File: src/rtl/wt_hybrid_cache_pkg.sv
// Shared types and helpers for the hybrid write-through dcache request path.
// Holds the port arbiter state encoding and port-index sizing.
package wt_hybrid_cache_pkg;

  typedef enum logic [1:0] {
    RUN,
    DRAIN,
    FLUSH,
    DONE
  } arb_state_e;

  // Width of a port index; a single port still needs one bit to carry it.
  function automatic int unsigned arb_idx_w(input int unsigned num_ports);
    return (num_ports > 1) ? $clog2(num_ports) : 1;
  endfunction

  localparam int unsigned ARB_NUM_PORTS  = 3;
  localparam int unsigned ARB_PORT_IDX_W = arb_idx_w(ARB_NUM_PORTS);

endpackage

File: src/rtl/wt_hybche_id_fifo.sv
// In-order FIFO holding the requester index of every in-flight memory access.
// Depth must be a power of two so the pointers wrap naturally.
module wt_hybche_id_fifo #(
  parameter int unsigned DEPTH = 4,
  parameter int unsigned WIDTH = 2
) (
  input  logic                     clk_i,
  input  logic                     rst_ni,
  input  logic                     push_i,
  input  logic [WIDTH-1:0]         data_i,
  input  logic                     pop_i,
  output logic [WIDTH-1:0]         data_o,
  output logic                     full_o,
  output logic                     empty_o,
  output logic [$clog2(DEPTH):0]   usage_o
);

  localparam int unsigned PTR_W = $clog2(DEPTH);

  logic [WIDTH-1:0]   mem_q [DEPTH];
  logic [PTR_W-1:0]   wr_ptr_q, rd_ptr_q;
  logic [PTR_W:0]     usage_q;
  logic               push_ok, pop_ok;

  assign full_o  = (usage_q == (PTR_W+1)'(DEPTH));
  assign empty_o = (usage_q == '0);
  assign usage_o = usage_q;
  assign data_o  = mem_q[rd_ptr_q];

  assign push_ok = push_i && !full_o;
  assign pop_ok  = pop_i && !empty_o;

  always_ff @(posedge clk_i or negedge rst_ni) begin
    if (!rst_ni) begin
      wr_ptr_q <= '0;
      rd_ptr_q <= '0;
      usage_q  <= '0;
    end else begin
      if (push_ok) wr_ptr_q <= wr_ptr_q + 1'b1;
      if (pop_ok)  rd_ptr_q <= rd_ptr_q + 1'b1;
      case ({push_ok, pop_ok})
        2'b10:   usage_q <= usage_q + 1'b1;
        2'b01:   usage_q <= usage_q - 1'b1;
        default: usage_q <= usage_q;
      endcase
    end
  end

  // Storage is pure data; validity is tracked by the pointers above.
  always_ff @(posedge clk_i) begin
    if (push_ok) mem_q[wr_ptr_q] <= data_i;
  end

endmodule

File: src/rtl/wt_hybche_port_arb.sv
// Round-robin scheduler sharing one dcache access port between core requesters,
// routing in-order responses back and sequencing mode switches and flushes.
module wt_hybche_port_arb
  import wt_hybrid_cache_pkg::*;
#(
  parameter int unsigned NUM_PORTS            = ARB_NUM_PORTS,
  parameter int unsigned ADDR_WIDTH           = 56,
  parameter int unsigned DATA_WIDTH           = 64,
  parameter int unsigned MAX_OUTST            = 4,
  parameter bit          FLUSH_ON_MODE_CHANGE = 1'b1
) (
  input  logic                              clk_i,
  input  logic                              rst_ni,
  input  logic                              use_set_assoc_mode_i,
  input  logic                              flush_i,
  output logic                              flush_ack_o,
  input  logic [NUM_PORTS-1:0]              port_req_i,
  input  logic [NUM_PORTS-1:0]              port_we_i,
  input  logic [NUM_PORTS*ADDR_WIDTH-1:0]   port_addr_i,
  input  logic [NUM_PORTS*DATA_WIDTH-1:0]   port_wdata_i,
  input  logic [NUM_PORTS*DATA_WIDTH/8-1:0] port_be_i,
  output logic [NUM_PORTS-1:0]              port_gnt_o,
  output logic [NUM_PORTS-1:0]              port_rvalid_o,
  output logic [DATA_WIDTH-1:0]             port_rdata_o,
  output logic                              mem_req_o,
  input  logic                              mem_gnt_i,
  output logic                              mem_we_o,
  output logic [ADDR_WIDTH-1:0]             mem_addr_o,
  output logic [DATA_WIDTH-1:0]             mem_wdata_o,
  output logic [DATA_WIDTH/8-1:0]           mem_be_o,
  output logic                              mem_fa_mode_o,
  input  logic                              mem_rvalid_i,
  input  logic [DATA_WIDTH-1:0]             mem_rdata_i,
  output logic                              mem_flush_req_o,
  input  logic                              mem_flush_ack_i,
  output logic                              busy_o
);

  localparam int unsigned IDX_W = arb_idx_w(NUM_PORTS);
  localparam int unsigned CNT_W = $clog2(MAX_OUTST) + 1;
  localparam int unsigned BE_W  = DATA_WIDTH / 8;

  arb_state_e       state_q, state_d;
  logic             fa_mode_q;
  logic             flush_pend_q, flush_pend_d;
  logic             ack_mask_q;
  logic [IDX_W-1:0] rr_q, rr_next;
  logic [IDX_W-1:0] winner;
  logic             winner_vld;
  logic [IDX_W:0]   cand;
  logic [CNT_W-1:0] count;
  logic             trigger, eligible, grant, pop;
  logic             fifo_empty, fifo_full;
  logic [IDX_W-1:0] head_idx;

  // A mode mismatch means the requested fully-assoc flag differs from the committed one.
  // The first RUN cycle after an acknowledged flush ignores flush_i so a requester
  // that drops it one cycle after the ack does not start a second flush.
  assign trigger  = (state_q == RUN) &&
                    ((flush_i && !ack_mask_q) || (use_set_assoc_mode_i == fa_mode_q));
  assign eligible = (state_q == RUN) && !trigger && (count < CNT_W'(MAX_OUTST));

  always_comb begin
    winner     = '0;
    winner_vld = 1'b0;
    cand       = '0;
    for (int unsigned i = 0; i < NUM_PORTS; i++) begin
      cand = {1'b0, rr_q} + (IDX_W+1)'(i);
      if (cand >= (IDX_W+1)'(NUM_PORTS)) cand = cand - (IDX_W+1)'(NUM_PORTS);
      if (!winner_vld && port_req_i[cand[IDX_W-1:0]]) begin
        winner_vld = 1'b1;
        winner     = cand[IDX_W-1:0];
      end
    end
  end

  assign rr_next   = (winner == IDX_W'(NUM_PORTS - 1)) ? '0 : winner + 1'b1;
  assign mem_req_o = eligible && winner_vld;
  assign grant     = mem_req_o && mem_gnt_i;
  assign pop       = mem_rvalid_i && !fifo_empty;

  always_comb begin
    mem_we_o    = 1'b0;
    mem_addr_o  = '0;
    mem_wdata_o = '0;
    mem_be_o    = '0;
    port_gnt_o  = '0;
    if (mem_req_o) begin
      mem_we_o    = port_we_i[winner];
      mem_addr_o  = port_addr_i[winner*ADDR_WIDTH +: ADDR_WIDTH];
      mem_wdata_o = port_wdata_i[winner*DATA_WIDTH +: DATA_WIDTH];
      mem_be_o    = port_be_i[winner*BE_W +: BE_W];
    end
    if (grant) port_gnt_o[winner] = 1'b1;
  end

  always_comb begin
    port_rvalid_o = '0;
    port_rdata_o  = '0;
    if (pop) begin
      port_rvalid_o[head_idx] = 1'b1;
      port_rdata_o            = mem_rdata_i;
    end
  end

  wt_hybche_id_fifo #(
    .DEPTH (MAX_OUTST),
    .WIDTH (IDX_W)
  ) i_id_fifo (
    .clk_i   (clk_i),
    .rst_ni  (rst_ni),
    .push_i  (grant),
    .data_i  (winner),
    .pop_i   (pop),
    .data_o  (head_idx),
    .full_o  (fifo_full),
    .empty_o (fifo_empty),
    .usage_o (count)
  );

  always_comb begin
    state_d         = state_q;
    flush_pend_d    = flush_pend_q;
    flush_ack_o     = 1'b0;
    mem_flush_req_o = 1'b0;
    case (state_q)
      RUN: begin
        if (trigger) begin
          state_d      = DRAIN;
          flush_pend_d = flush_i && !ack_mask_q;
        end
      end
      DRAIN: begin
        flush_pend_d = flush_pend_q | flush_i;
        if (count == '0) begin
          state_d = (flush_pend_d || FLUSH_ON_MODE_CHANGE) ? FLUSH : DONE;
        end
      end
      FLUSH: begin
        mem_flush_req_o = 1'b1;
        flush_pend_d    = flush_pend_q | flush_i;
        if (mem_flush_ack_i) state_d = DONE;
      end
      DONE: begin
        flush_ack_o  = flush_pend_q;
        flush_pend_d = 1'b0;
        state_d      = RUN;
      end
      default: state_d = RUN;
    endcase
  end

  always_ff @(posedge clk_i or negedge rst_ni) begin
    if (!rst_ni) begin
      state_q      <= RUN;
      fa_mode_q    <= 1'b0;
      flush_pend_q <= 1'b0;
      ack_mask_q   <= 1'b0;
      rr_q         <= '0;
    end else begin
      state_q      <= state_d;
      flush_pend_q <= flush_pend_d;
      ack_mask_q   <= (state_q == DONE) && flush_pend_q;
      if (state_q == DONE) fa_mode_q <= ~use_set_assoc_mode_i;
      if (grant) rr_q <= rr_next;
    end
  end

  assign mem_fa_mode_o = fa_mode_q;
  assign busy_o        = (count != '0) || (state_q != RUN);

`ifndef SYNTHESIS
  rvalid_needs_outstanding: assert property (
    @(posedge clk_i) disable iff (!rst_ni) mem_rvalid_i |-> !fifo_empty);
  grant_needs_space: assert property (
    @(posedge clk_i) disable iff (!rst_ni) grant |-> !fifo_full);
`endif

endmodule
File: config.mk
export PLATFORM = sky130hd
export DESIGN_NAME = wt_hybche_port_arb
export DESIGN_NICKNAME = d
export VERILOG_FILES = /design/src/rtl/wt_hybrid_cache_pkg.sv /design/src/rtl/wt_hybche_id_fifo.sv /design/src/rtl/wt_hybche_port_arb.sv
export SDC_FILE = /design/constraint.sdc
export NUM_CORES = 1
export LEC_CHECK = 0
export CAP_MARGIN = 20
export CORE_AREA = 5 5 258 260
export DETAILED_ROUTE_END_ITERATION = 16
export DIE_AREA = 0 0 263 265
export GPL_ROUTABILITY_DRIVEN = 0
export PLACE_DENSITY_LB_ADDON = 0.08
export SLEW_MARGIN = 20
export SYNTH_ARGS = -nofsm -noshare
export SYNTH_HDL_FRONTEND = slang
export SYNTH_SLANG_ARGS = --single-unit
File: constraint.sdc
create_clock -name clk_i -period 7.95 [get_ports clk_i]
set_input_delay 0.795 -clock clk_i [delete_from_list [all_inputs] [get_ports clk_i]]
set_output_delay 0.795 -clock clk_i [all_outputs]
set_load 0.01 [all_outputs]
==> metrics.txt <==
# TYPE chip_impl_metric gauge
chip_impl_info{name="tritoncts",value="built"} 1
chip_impl_metric{name="detailedRoute.firstPassIterationCount",unit=""} 5
chip_impl_metric{name="drive_gt1_share",unit="%"} 2.37
chip_impl_metric{name="power.density_cell_area",unit="nW/um2"} 200
chip_impl_metric{name="cts-resized-gates",unit=""} 0
chip_impl_metric{name="drtIter0Drc",unit=""} 543
chip_impl_metric{name="cts_made_buffers",unit=""} 3
chip_impl_metric{name="finalNetCount",unit=""} 1867
chip_impl_metric{name="die_area",unit="um2"} 69700
chip_impl_metric{name="first_pass_grt_wire_length",unit="um"} 70600
chip_impl_metric{name="tightest_slew",unit="ps"} 1030
chip_impl_metric{name="syn-num-nets",unit=""} 1297
chip_impl_metric{name="slew_viol_final",unit=""} 0
chip_impl_metric{name="timing.final.crit_share",unit="%"} 67.0
chip_impl_metric{name="drt-total-wl",unit="um"} 51200
chip_impl_metric{name="post_synth_mux_area_share",unit="%"} 2.10
chip_impl_metric{name="worst_setup_slack_for_register_to_register_paths",unit="ps"} 4360
chip_impl_metric{name="post-route-drc-count",unit=""} 0
chip_impl_metric{name="cts.reportedPaths.clkPinSlew",unit="ps"} 60
chip_impl_info{name="hold_start",value="i_id_fifo.usage_o[0]$_DFFE_PN0P_"} 1
chip_impl_metric{name="via_per_instance_ratio",unit=""} 4.01
chip_impl_metric{name="ir_drop",unit="V"} 0.000217
chip_impl_metric{name="cts_setup_buffers",unit=""} 0
chip_impl_metric{name="r2r.worst_path.cells",unit=""} 13
chip_impl_info{name="clk_root_buffer_cell",value="clkbuf_16"} 1
chip_impl_metric{name="rows",unit=""} 93
chip_impl_metric{name="antenna_found_initial",unit=""} 15
chip_impl_info{name="worst_hold_path.endpoint",value="i_id_fifo.usage_o[0]$_DFFE_PN0P_"} 1
chip_impl_info{name="min-delay-path-class",value="reg -> reg"} 1
chip_impl_info{name="ys.flop_type",value="dfrtp_1"} 1
chip_impl_metric{name="maxCapViolations",unit=""} 0
chip_impl_metric{name="fillerInstances",unit=""} 7199
chip_impl_metric{name="post_synth_instance_area",unit="um2"} 5120
chip_impl_metric{name="chipWidth",unit="um"} 263
chip_impl_metric{name="leakagePower",unit="nW"} 4.30
chip_impl_info{name="critPathKind",value="in -> out"} 1
chip_impl_metric{name="complex_gate_fraction_of_the_synthesized_area",unit="%"} 31.0
chip_impl_info{name="critical_path.endpoint_type",value="output pin"} 1
chip_impl_metric{name="critical_path_peak_fanout",unit=""} 74
chip_impl_info{name="rsz_0062_raised_after_global_routing",value="false"} 1
chip_impl_info{name="synth_top_family_by_area",value="simple AND/OR/NAND/NOR gates"} 1
chip_impl_info{name="post-synth-top-count-cell",value="nand2_1"} 1
chip_impl_metric{name="floorplan.die.height",unit="um"} 265
chip_impl_metric{name="grt_usage",unit="%"} 13.4
chip_impl_metric{name="max_freq",unit="MHz"} 188
chip_impl_metric{name="fin_skew",unit="ps"} 2.73
chip_impl_metric{name="synth_seq_cells",unit=""} 22
chip_impl_metric{name="placement.io_buffers",unit=""} 664
chip_impl_metric{name="drt.antenna.violating_nets",unit=""} 0
chip_impl_info{name="ys_top_cells_by_area",value="nand4_1 (16%), a31oi_1 (16%), o21ai_1 (9.9%)"} 1
chip_impl_metric{name="ys_warn_count",unit=""} 0
chip_impl_info{name="reg2reg_to",value="i_id_fifo.usage_o[2]$_DFFE_PN0P_"} 1
chip_impl_metric{name="final.setup.tns",unit="ps"} 0
chip_impl_metric{name="dp_hpwl",unit="um"} 39600
chip_impl_metric{name="clock_tree.htree_level_count",unit=""} 1
chip_impl_metric{name="cts_hold_repair.buffers",unit=""} 0
chip_impl_metric{name="clock_latency",unit="ps"} 260
chip_impl_metric{name="finalHoldViolations",unit=""} 0
chip_impl_metric{name="count_of_distinct_cell_types_in_the_synthesized_netlist",unit=""} 48
chip_impl_metric{name="parity_gate_share_of_the_synthesized_area_counting_xor_and_xnor_cells",unit="%"} 1.20
chip_impl_metric{name="worst-endpoint-arrival",unit="ps"} 4530
chip_impl_metric{name="post-route-min-period",unit="ps"} 5330
chip_impl_info{name="timing.rr.start",value="rr_q[0]$_DFFE_PN0P_"} 1
chip_impl_metric{name="cp.required",unit="ps"} 7150
chip_impl_info{name="timing.critical_path.from",value="port_req_i[0]"} 1
chip_impl_info{name="outcome",value="complete, no violations"} 1
chip_impl_metric{name="synth_enable_flop_cells",unit=""} 8
chip_impl_metric{name="async_reset_ff_share",unit="%"} 63.6
chip_impl_metric{name="syn_to_final_growth",unit="%"} 146
chip_impl_metric{name="clk_path_buf_depth",unit=""} 2
chip_impl_metric{name="vias_in_the_first_global_route",unit=""} 9131
chip_impl_metric{name="syn-mean-instance-area",unit="um2"} 6.23
chip_impl_metric{name="num_vias",unit=""} 9056
chip_impl_info{name="critPathLaunchType",value="input pin"} 1
chip_impl_metric{name="synthDominantCellAreaShare",unit="%"} 16.0
chip_impl_metric{name="yosys.area_share.adder",unit="%"} 3.82
chip_impl_metric{name="postSynthCellCount",unit=""} 821
chip_impl_metric{name="synth-seq-area-share",unit="%"} 11.5
chip_impl_metric{name="grt_max_degree",unit=""} 75
chip_impl_metric{name="clock_sinks",unit=""} 22
chip_impl_info{name="netlist_top_cells_count",value="nand2_1 (134), nand4_1 (131), a31oi_1 (129), o21ai_1 (101), and3_1 (69)"} 1
chip_impl_info{name="synth_largest_area_cell",value="nand4_1"} 1
chip_impl_metric{name="route.detailed.wl_per_inst",unit="um"} 22.7
chip_impl_metric{name="starting_density_of_the_core",unit="%"} 8.01
chip_impl_metric{name="min_path_cells",unit=""} 1
chip_impl_metric{name="maxSlewHeadroom",unit="%"} 31.4
chip_impl_metric{name="design.core.area",unit="um2"} 63900
chip_impl_metric{name="yosys.area_share.simple",unit="%"} 37.7
chip_impl_metric{name="finalPower",unit="mW"} 2.51
chip_impl_metric{name="hold-worst-slack",unit="ps"} 482
chip_impl_metric{name="boundaryPins",unit=""} 665
chip_impl_metric{name="finalSetupViolCount",unit=""} 0
chip_impl_metric{name="globalRoute.totalOverflow",unit=""} 0
cell families (layout without fill, tap and decap cells):
| logic type | after synthesis | after routing |
|---|---|---|
| adders and majority gates | 15 | 15 |
| and+or+nand+nor | 362 | 362 |
| other | 0 | 12 |
| AOI/OAI and AO/OA | 277 | 277 |
| buffers and inverters | 130 | 699 |
| DFF | 22 | 22 |
| muxes | 8 | 8 |
| xor gates and xnor gates | 7 | 7 |
report_power, final:
group / total (mW) / switching (mW) / internal, mW
Clock: 0.145 / 0.0445 / 0.100
Combinational: 2.18 / 1.33 / 0.849
Sequential: 0.192 / 0.0301 / 0.162
Total: 2.51 / 1.40 / 1.11
worst max-delay path, stage by stage:
cell	delay [ps]
clkdlybuf4s50_1	590
or3b_1	370
o311a_1	160
nand2_4	550
buf_4	880
nand4_1	170
a31oi_1	320
clkdlybuf4s50_1	630
registers in the layout, summed over array words and instances (netlist names):
signal / flops
flush_pend_q: 1
mem_fa_mode_o: 1
ack_mask_q: 1
rr_q: 2
i_id_fifo.mem_q: 8
i_id_fifo.usage_o: 3
i_id_fifo.rd_ptr_q: 2
state_q: 2
i_id_fifo.wr_ptr_q: 2
cells in the final DEF, fill, tap and decap left out, drive strengths merged, types with 2 or more instances in the layout:
cell,count
mux2i,4
edfxtp,8
a31oi,129
nor2,7
inv,16
and3,70
a21o,2
nand2,136
nand3,3
xor2,2
mux2,2
dfrtp,14
mux4,2
nand4,131
o21ai,134
diode,12
xnor2,5
nor3,2
and2,2
buf,15
a21oi,3
ha,14
nor2b,6
clkbuf,3
clkdlybuf4s50,664
cell type report:
type	count	area (um2)	area share [%]
diodes	12	30.0	0.239
flip-flops and latches	22	591	4.70
clock buffers	3	75.1	0.597
inverters	16	62.6	0.498
multi-input cells	669	3930	31.3
repair buffers	679	6780	53.9
well taps	855	1070	8.51
clock inverters	1	30.0	0.239
metrics by stage:
step	utilization (%)	instance area [um2]	worst slack (ps)	instances
2_1_floorplan	-	5120	5150	821
3_3_place_gp	19.4	12400	2450	2240
3_5_place_dp	19.5	12400	2440	2241
4_1_cts	19.6	12500	2430	2245
5_1_grt	19.7	12600	2230	2252
6_report	19.7	12600	2620	2257
routing by layer:
| layer | wire length, um | up-vias | track usage [%] | part of all wire [%] |
|---|---|---|---|---|
| li1 | - | 4286 | - | - |
| met1 | 19400 | 4337 | 15.1 | 38 |
| met2 | 27300 | 396 | 25.4 | 53 |
| met3 | 3890 | 31 | 4.06 | 7.6 |
| met4 | 514 | 6 | 1.93 | 1.0 |
| met5 | 47 | - | 0 | 0.092 |
worst max path at each step:
stage / endpoint / slack [ps] / cells past startpoint
floorplan: mem_addr_o[0] / 5150 / 7
finish: mem_addr_o[6] / 2620 / 8
global route: mem_wdata_o[0] / 2230 / 9
detailed placement: mem_wdata_o[63] / 2440 / 9
global placement: mem_wdata_o[2] / 2450 / 9
CTS: mem_wdata_o[63] / 2430 / 9
(Power assumes the default switching activity.)
